## src/rtl/task_7_reverse_if.sv

```systemverilog
// Byte stream bundle for the task 7 reverser: burst input from the reader
// plus the AXI-Stream-style reversed output.
interface task_7_reverse_if;
    logic [7:0] i_data;
    logic       i_valid;
    logic [7:0] o_tdata;
    logic       o_tvalid;
    logic       o_tlast;
    logic       i_tready;

    modport master (
        input  i_data, i_valid, i_tready,
        output o_tdata, o_tvalid, o_tlast
    );

    modport slave (
        output i_data, i_valid, i_tready,
        input  o_tdata, o_tvalid, o_tlast
    );
endinterface

```

## src/rtl/task_7_reverse.sv

```systemverilog
// Captures one input burst of up to DEPTH bytes and replays it newest-first
// as a stream packet terminated by tlast.
module task_7_reverse #(
    parameter int DEPTH  = 16,
    parameter int ADDR_W = $clog2(DEPTH)
) (
    input  logic                i_clk,
    input  logic                i_rst,
    task_7_reverse_if.master    bus,
    output logic                o_busy,
    output logic [ADDR_W:0]     o_len,
    output logic                o_overflow,
    output logic [7:0]          o_drop_cnt
);

    typedef enum logic [1:0] {
        IDLE    = 2'd0,
        COLLECT = 2'd1,
        EMIT    = 2'd2
    } state_t;

    localparam logic [ADDR_W:0] FULL = (ADDR_W+1)'(DEPTH);

    state_t              state;
    state_t              state_next;
    logic [7:0]          mem [DEPTH];
    logic [ADDR_W:0]     wcnt;
    logic [ADDR_W-1:0]   rptr;
    logic                fire;

    always_ff @(posedge i_clk or posedge i_rst) begin
        if (i_rst) begin
            state <= IDLE;
        end else begin
            state <= state_next;
        end
    end

    // Output byte is read straight from the buffer so it holds while stalled.
    always_comb begin
        state_next   = state;
        o_busy       = 1'b0;
        bus.o_tvalid = 1'b0;
        bus.o_tlast  = 1'b0;
        bus.o_tdata  = '0;
        fire         = 1'b0;
        case (state)
            IDLE: begin
                if (bus.i_valid) begin
                    state_next = COLLECT;
                end
            end
            COLLECT: begin
                o_busy = 1'b1;
                if (!bus.i_valid) begin
                    state_next = EMIT;
                end
            end
            EMIT: begin
                o_busy       = 1'b1;
                bus.o_tvalid = 1'b1;
                bus.o_tdata  = mem[rptr];
                bus.o_tlast  = (rptr == '0);
                fire         = bus.i_tready;
                if (fire && rptr == '0) begin
                    state_next = IDLE;
                end
            end
            default: begin
                state_next = IDLE;
            end
        endcase
    end

    always_ff @(posedge i_clk) begin
        if (state == IDLE && bus.i_valid) begin
            mem[0] <= bus.i_data;
        end else if (state == COLLECT && bus.i_valid && wcnt < FULL) begin
            mem[wcnt[ADDR_W-1:0]] <= bus.i_data;
        end
    end

    // Bytes beyond DEPTH are discarded but remembered via the sticky overflow.
    always_ff @(posedge i_clk or posedge i_rst) begin
        if (i_rst) begin
            wcnt       <= '0;
            rptr       <= '0;
            o_len      <= '0;
            o_overflow <= 1'b0;
            o_drop_cnt <= '0;
        end else begin
            case (state)
                IDLE: begin
                    if (bus.i_valid) begin
                        wcnt       <= (ADDR_W+1)'(1);
                        o_overflow <= 1'b0;
                    end
                end
                COLLECT: begin
                    if (bus.i_valid) begin
                        if (wcnt < FULL) begin
                            wcnt <= wcnt + (ADDR_W+1)'(1);
                        end else begin
                            o_overflow <= 1'b1;
                        end
                    end else begin
                        o_len <= wcnt;
                        rptr  <= ADDR_W'(wcnt - (ADDR_W+1)'(1));
                    end
                end
                EMIT: begin
                    if (fire && rptr != '0) begin
                        rptr <= rptr - ADDR_W'(1);
                    end
                    if (bus.i_valid && o_drop_cnt != 8'hFF) begin
                        o_drop_cnt <= o_drop_cnt + 8'd1;
                    end
                end
                default: begin
                end
            endcase
        end
    end

endmodule
```

## src/flat_wrapper.sv

```systemverilog
// flat-port wrapper written by rule: the top's interface ports become plain ports
module task_7_reverse_flat 
#(
    parameter int DEPTH  = 16,
    parameter int ADDR_W = $clog2(DEPTH)
)
  (i_clk, i_rst, o_busy, o_len, o_overflow, o_drop_cnt, bus_i_data, bus_i_valid, bus_i_tready, bus_o_tdata, bus_o_tvalid, bus_o_tlast);
  task_7_reverse_if bus_i ();
  input  logic i_clk;
  input  logic i_rst;
  output logic o_busy;
  output logic [ADDR_W:0] o_len;
  output logic o_overflow;
  output logic [7:0] o_drop_cnt;
  input wire logic [$bits(bus_i.i_data)-1:0] bus_i_data;
  input wire logic [$bits(bus_i.i_valid)-1:0] bus_i_valid;
  input wire logic [$bits(bus_i.i_tready)-1:0] bus_i_tready;
  output wire logic [$bits(bus_i.o_tdata)-1:0] bus_o_tdata;
  output wire logic [$bits(bus_i.o_tvalid)-1:0] bus_o_tvalid;
  output wire logic [$bits(bus_i.o_tlast)-1:0] bus_o_tlast;
  assign bus_i.i_data = bus_i_data;
  assign bus_i.i_valid = bus_i_valid;
  assign bus_i.i_tready = bus_i_tready;
  assign bus_o_tdata = bus_i.o_tdata;
  assign bus_o_tvalid = bus_i.o_tvalid;
  assign bus_o_tlast = bus_i.o_tlast;
  task_7_reverse #(.DEPTH(DEPTH), .ADDR_W(ADDR_W)) u_core (.i_clk(i_clk), .i_rst(i_rst), .bus(bus_i), .o_busy(o_busy), .o_len(o_len), .o_overflow(o_overflow), .o_drop_cnt(o_drop_cnt));
endmodule
```

## config.mk

```make
export PLATFORM = sky130hd
export DESIGN_NAME = task_7_reverse_flat
export DESIGN_NICKNAME = d
export VERILOG_FILES = /design/src/rtl/task_7_reverse_if.sv /design/src/rtl/task_7_reverse.sv /design/src/flat_wrapper.sv
export SDC_FILE = /design/constraint.sdc
export NUM_CORES = 1
export LEC_CHECK = 0
export ABC_AREA = 0
export CAP_MARGIN = 40
export CORE_ASPECT_RATIO = 0.8
export CORE_UTILIZATION = 50
export DETAILED_ROUTE_END_ITERATION = 16
export PLACE_DENSITY = 0.69
export RECOVER_POWER = 25
export SYNTH_ARGS = -nofsm -noshare
export SYNTH_HDL_FRONTEND = slang
export SYNTH_SLANG_ARGS = --single-unit
```

## constraint.sdc

```tcl
create_clock -name i_clk -period 6.3 [get_ports i_clk]
set_clock_uncertainty 0.1 [all_clocks]
set_input_delay 1.26 -clock i_clk [delete_from_list [all_inputs] [get_ports i_clk]]
set_output_delay 1.26 -clock i_clk [all_outputs]
set_load 0.02 [all_outputs]
```

-- Word level (Yosys, flattened, before mapping)
Memory sizes are Yosys's and may differ from the RTL's.
Cells that the tools add are included.
- flip-flop bits (word level): 25
- RAM bits: 128
- logic and storage cells: 70
- memories kept: 1
- memory list (name ; words ; bits a word ; rd ports ; clocked after memory_dff ; wr ports ; line ; source):
    u_core.mem ; 16 ; 8 ; 1 ; 0 ; 1 ; task_7_reverse.sv:26 ; logic [7:0] mem [DEPTH];
- add/sub/neg operators: 4
- magnitude comparators: 1
- eq/ne operators: 10
- mux-type cells: 28
- bitwise operators: 1
- reductions and logical operators: 19
- operators by type and width (cell ; count):
    $mux W8 ; 2
    $mux W5 ; 3
    $mux W1 ; 13
    $mux W4 ; 3
    $ne A2 B2 Y1 const B ; 5
    $pmux W5 S2 ; 1
    $add A8 B1 Y8 const B ; 1
    $ne A8 B8 Y1 const B ; 1
    $pmux W4 S2 ; 1
    $reduce_and A4 Y1 ; 2
    $reduce_or A8 Y1 ; 1
    $sub A4 B1 Y4 const B ; 2
    $logic_and A1 B1 Y1 ; 6
    $mux W2 ; 3
    $pmux W2 S3 ; 1
    $reduce_and A3 Y1 ; 2
    $add A5 B1 Y5 const B ; 1
    $lt A5 B5 Y1 const B ; 1
    $logic_not A4 Y1 ; 1
    $ne A2 B1 Y1 const B ; 2
    $reduce_and A2 Y1 ; 2
    $reduce_bool A2 Y1 ; 2
    $reduce_bool A4 Y1 ; 1
    $eq A2 B1 Y1 const B ; 1
    5 further kinds ; 5

-- Depth between registers and ports, before layout
- word-level depth: 8
- mapped depth: 7
- gate-level depth less buffers: 7

-- Worst setup path after synthesis
No wires, ideal clock.
- kind: input-to-reg
- start: in bus_i_valid
- end: mem u_core.mem[11][0], enable pin
- library setup time: 395 ps
- arrival time: 2882 ps
- slack: 2923 ps
- cell stages on the path: 5
- path through: buf_4 and2_1 nor3b_4 nand3b_1 nor4_1
- word-level cells in the longest chain between the ends: 7
- elaborated cells between the ends (all ways): 11
- those cells by class: mux (7); reduce/logical (4)
- ends and longest elaborated chain (what ; line ; source):
    start: declaration ; flat_wrapper.sv:16 ; input wire logic [$bits(bus_i.i_valid)-1:0] bus_i_valid;
    $logic_and A1 B1 Y1 (2 in series) ; task_7_reverse.sv:78 ; end else if (state == COLLECT && bus.i_valid && wcnt < FULL) begin
    $mux W1 ; task_7_reverse.sv:78 ;
    $mux W1 ; task_7_reverse.sv:76 ; if (state == IDLE && bus.i_valid) begin
    $mux W1 (implied by the code) ; task_7_reverse.sv:79 ; mem[wcnt[ADDR_W-1:0]] <= bus.i_data;
    $reduce_or A8 Y1 (no source line) ; - ;
    $mux W4 (no source line) / $mux W1 (equally long branches) ; - ;
    end: declaration ; task_7_reverse.sv:26 ;
Several ways; a longest one is shown, not always the timed one.

-- Worst setup path in the final report
- start: reg u_core.rptr[0]
- end: out bus_o_tdata[1]
- word-level cells in the longest chain between the ends: 2
- ends and longest elaborated chain (what ; line ; source):
    start: declaration ; task_7_reverse.sv:28 ; logic [ADDR_W-1:0] rptr;
    start signal: assignment ; task_7_reverse.sv:108 ; rptr <= ADDR_W'(wcnt - (ADDR_W+1)'(1));
    start signal: assignment ; task_7_reverse.sv:113 ; rptr <= rptr - ADDR_W'(1);
    $mem_v2 Z16 W8 ; - ;
    $mux W8 ; task_7_reverse.sv:47 ; case (state)
    end: declaration ; flat_wrapper.sv:18 ; output wire logic [$bits(bus_i.o_tdata)-1:0] bus_o_tdata;
No other way between the ends.

==> metrics <==
status=completed; iteration-0 DRC count of the detailed router=391; Final setup violation count=0; RSZ-0062 raised after global routing=no; clk sinks=153; DR DRC count=0; Fin Setup TNS=0 ns; ys async rst share=16.3%; Total Power=0.00332 W; CTS tree=done; gr usage total=20.5%; maximum vdd ir drop=0.216 mV; Worst-path clk slew=0.06 ns; Post-synth EDFFs=128; switch share=30.1%; post-synthesis cell count=356; Mapped Area=6360 µm²; pins over their slew limit=0; cts hold-fix bufs=0; reg2reg path depth=7; combinational share of power=28.4%; htree depth=4; Final Wtd Congestion=approximately 0.77; clk buf depth=2; Sw Pwr=0.000999 W; PwrDens=440 nW/µm²; Yosys top cell by area=edfxtp_1; Die ar.=13,200 µm²; pin count of the biggest net entering global routing=23; Final Cell Area=7540 µm²; cts repair resizes=0; total gr overflow=0; register area=4470 µm²; Core ar.=around 12,000 µm²; top-count cell post-synth=edfxtp_1; min Tclk post-route=4.43 ns; setup bufs post-CTS=0; area of the multi-input gates=1760 µm²; die height=~100 µm; Final Hold Violating Endpoints=0; register area share after synthesis=70.2%; Primary FF master, synth=edfxtp_1; Yosys reg bits=153; Area Overhead vs Synth=18.5%; RR Endpoint=u_core.mem[12][1]; TritonRoute pass-1 iters=5; clock power share=32.1%; vias in the first global route=3,312; Worst Setup End Kind=primary output; CP Class=reg -> out; initial antenna violation count=0; routed wire length=12,200 µm; Setup crit start kind=register; reg-to-reg slack, setup=about 3.4 ns; Avg Inst Size Synth=17.9 µm²; share of cells above drive strength 1=20.4%; Tcrit/Tclk final=70.3%; Root Buffer=clkbuf_16; Layout Nets=around 420; ranking of synthesized cells by area=edfxtp_1 60%, mux4_2 11%, dfrtp_1 9.8%, mux2i_1 3.1%, ha_1 1.6%; Hold WC Path Type=reg -> reg; Final HPWL DP=7930 µm; vias=3,323; Least-Margin Pin Slew=0.993 ns; initial core utilization=about half; wire length per cell=20.8 µm; Worst slew margin=about a third; PortBufs=36; vias per cell=~5.7; Placement Rows=36; Max Cap Viol=0; global-route wire length before repair=19,000 µm; worst-path fanout max=20; syn nets=roughly 380; antenna diode count=0; fillers=883; placed cell area=6940 µm²; Post-synth top cells=128 x edfxtp_1, 32 x mux4_2, 25 x dfrtp_1; f_max=226 MHz; RR Startpoint=u_core.state[1]; width of the die=128 µm; P_leak=about 2.6 nW; Synth warnings=0; Critical Path RT=4.94 ns; top-area cell type share of the netlist area=60.4%; CTS Buf Count=17; Critical Path AT=3.07 ns; worst setup path start=u_core.rptr[0]; synth unique cells=41; Worst Setup EP=bus_o_tdata[1]; sequential power share=39.5%; # IOs=37; Int Pwr=roughly 0.0023 W; post-route ant nets=0; clock latency on the worst-skew pair=0.41 ns
-- flip-flops by register name, summed over array words and instances, names as in the netlist --
name and cells:
u_core.o_drop_cnt 8, u_core.mem 128, u_core.state 2, u_core.wcnt 5, u_core.o_overflow 1, u_core.o_len 5, u_core.rptr 4
-- metrics by stage --
step	hold WS (ns)	std cells	setup slack, ns	utilization, %
after floorplan	0.391	356	2.92	-
after global placement	0.372	548	2.08	55.8
after detailed placement	0.389	556	2.25	56.4
after CTS	0.403	588	1.79	61.5
after global routing	0.419	588	1.66	61.3
final	0.393	588	1.87	61.3
-- per-layer routing --
layer | track usage [%] | wire length, µm | vias to the layer above
met5 | 0 | 0 | -
met4 | 6.97 | 114 | 0
met3 | 4.77 | 627 | 13
met2 | 30.6 | 5720 | 94
met1 | 30.2 | 5750 | 1712
li1 | - | - | 1504
-- power groups by stage --
stage	combinational [W]	sequential [W]	clock, W
6_report	0.000943	0.00131	0.00107
5_1_grt	0.00102	0.00133	0.00113
4_1_cts	0.000953	0.00131	0.00108
3_5_place_dp	0.000947	0.00133	0
3_3_place_gp	0.000930	0.00133	0
2_1_floorplan	0.000725	0.00128	0
-- placed cells by master (no fill, tap or decap), types with 2 or more instances in the layout --
master / netlist / layout
mux2_2: 8 / 8
clkbuf_16: 0 / 17
nand3_1: 5 / 5
xnor2_1: 3 / 3
xor2_1: 5 / 5
dfrtp_1: 25 / 24
nand4_1: 3 / 3
a22o_1: 3 / 3
and2_1: 2 / 2
nand3b_1: 2 / 2
inv_1: 7 / 7
o21ai_0: 8 / 8
a21oi_1: 10 / 10
or2_2: 2 / 2
mux2i_1: 20 / 20
mux4_2: 32 / 32
edfxtp_1: 128 / 128
inv_6: 0 / 3
nand2b_1: 3 / 3
buf_4: 3 / 10
clkdlybuf4s50_1: 0 / 30
bufinv_16: 0 / 4
or3_1: 2 / 2
dlygate4sd3_1: 0 / 6
nor2_1: 20 / 20
o22ai_1: 9 / 9
nor3_1: 2 / 2
ha_1: 8 / 8
clkinv_4: 0 / 3
nand2_1: 15 / 15
nor4_1: 2 / 2
mux2_1: 2 / 2
clkbuf_1: 7 / 3
-- worst max-delay path, cell delays in order, from the launching register on --
cell and delay [ns]:
dfrtp_2 0.70, buf_4 0.46, mux4_2 0.56, mux2i_1 0.23
o22ai_1 0.12, clkdlybuf4s50_1 0.56
-- cells by family (layout without fill, tap and decap cells) --
family                   Yosys count  after routing  synth area share (%)
flip-flops                       153            153                  70.2
AND/OR/NAND/NOR                   63             63                  5.25
multiplexers                      62             62                  16.2
AO/OA/AOI/OAI                     36             36                  3.48
buffers and inverters             26             87                  2.14
adder cells (fa/ha/maj)            8              8                  1.57
XOR/XNOR                           8              8                  1.10
-- layout make-up --
class,instances,area share (%)
clock inverter,13,2.56
multi-input combinational,177,23.3
inverter,7,0.348
sequential,153,59.3
clock buffer,19,5.74
timing repair buffer,48,5.89
tap,171,2.84
-- worst min-delay path by stage --
stage / slack (ns) / depth (start not counted) / start / endpoint
detailed placement: 0.39 / 2 / u_core.o_len[4] / u_core.o_len[4]
floorplan: 0.39 / 1 / u_core.state[1] / u_core.state[1]
CTS: 0.40 / 2 / u_core.o_len[4] / u_core.o_len[4]
global route: 0.42 / 1 / u_core.o_drop_cnt[7] / u_core.o_drop_cnt[7]
finish: 0.39 / 2 / u_core.o_len[4] / u_core.o_len[4]
global placement: 0.37 / 2 / u_core.o_len[4] / u_core.o_len[4]
Power figures use the tool's default switching activity.
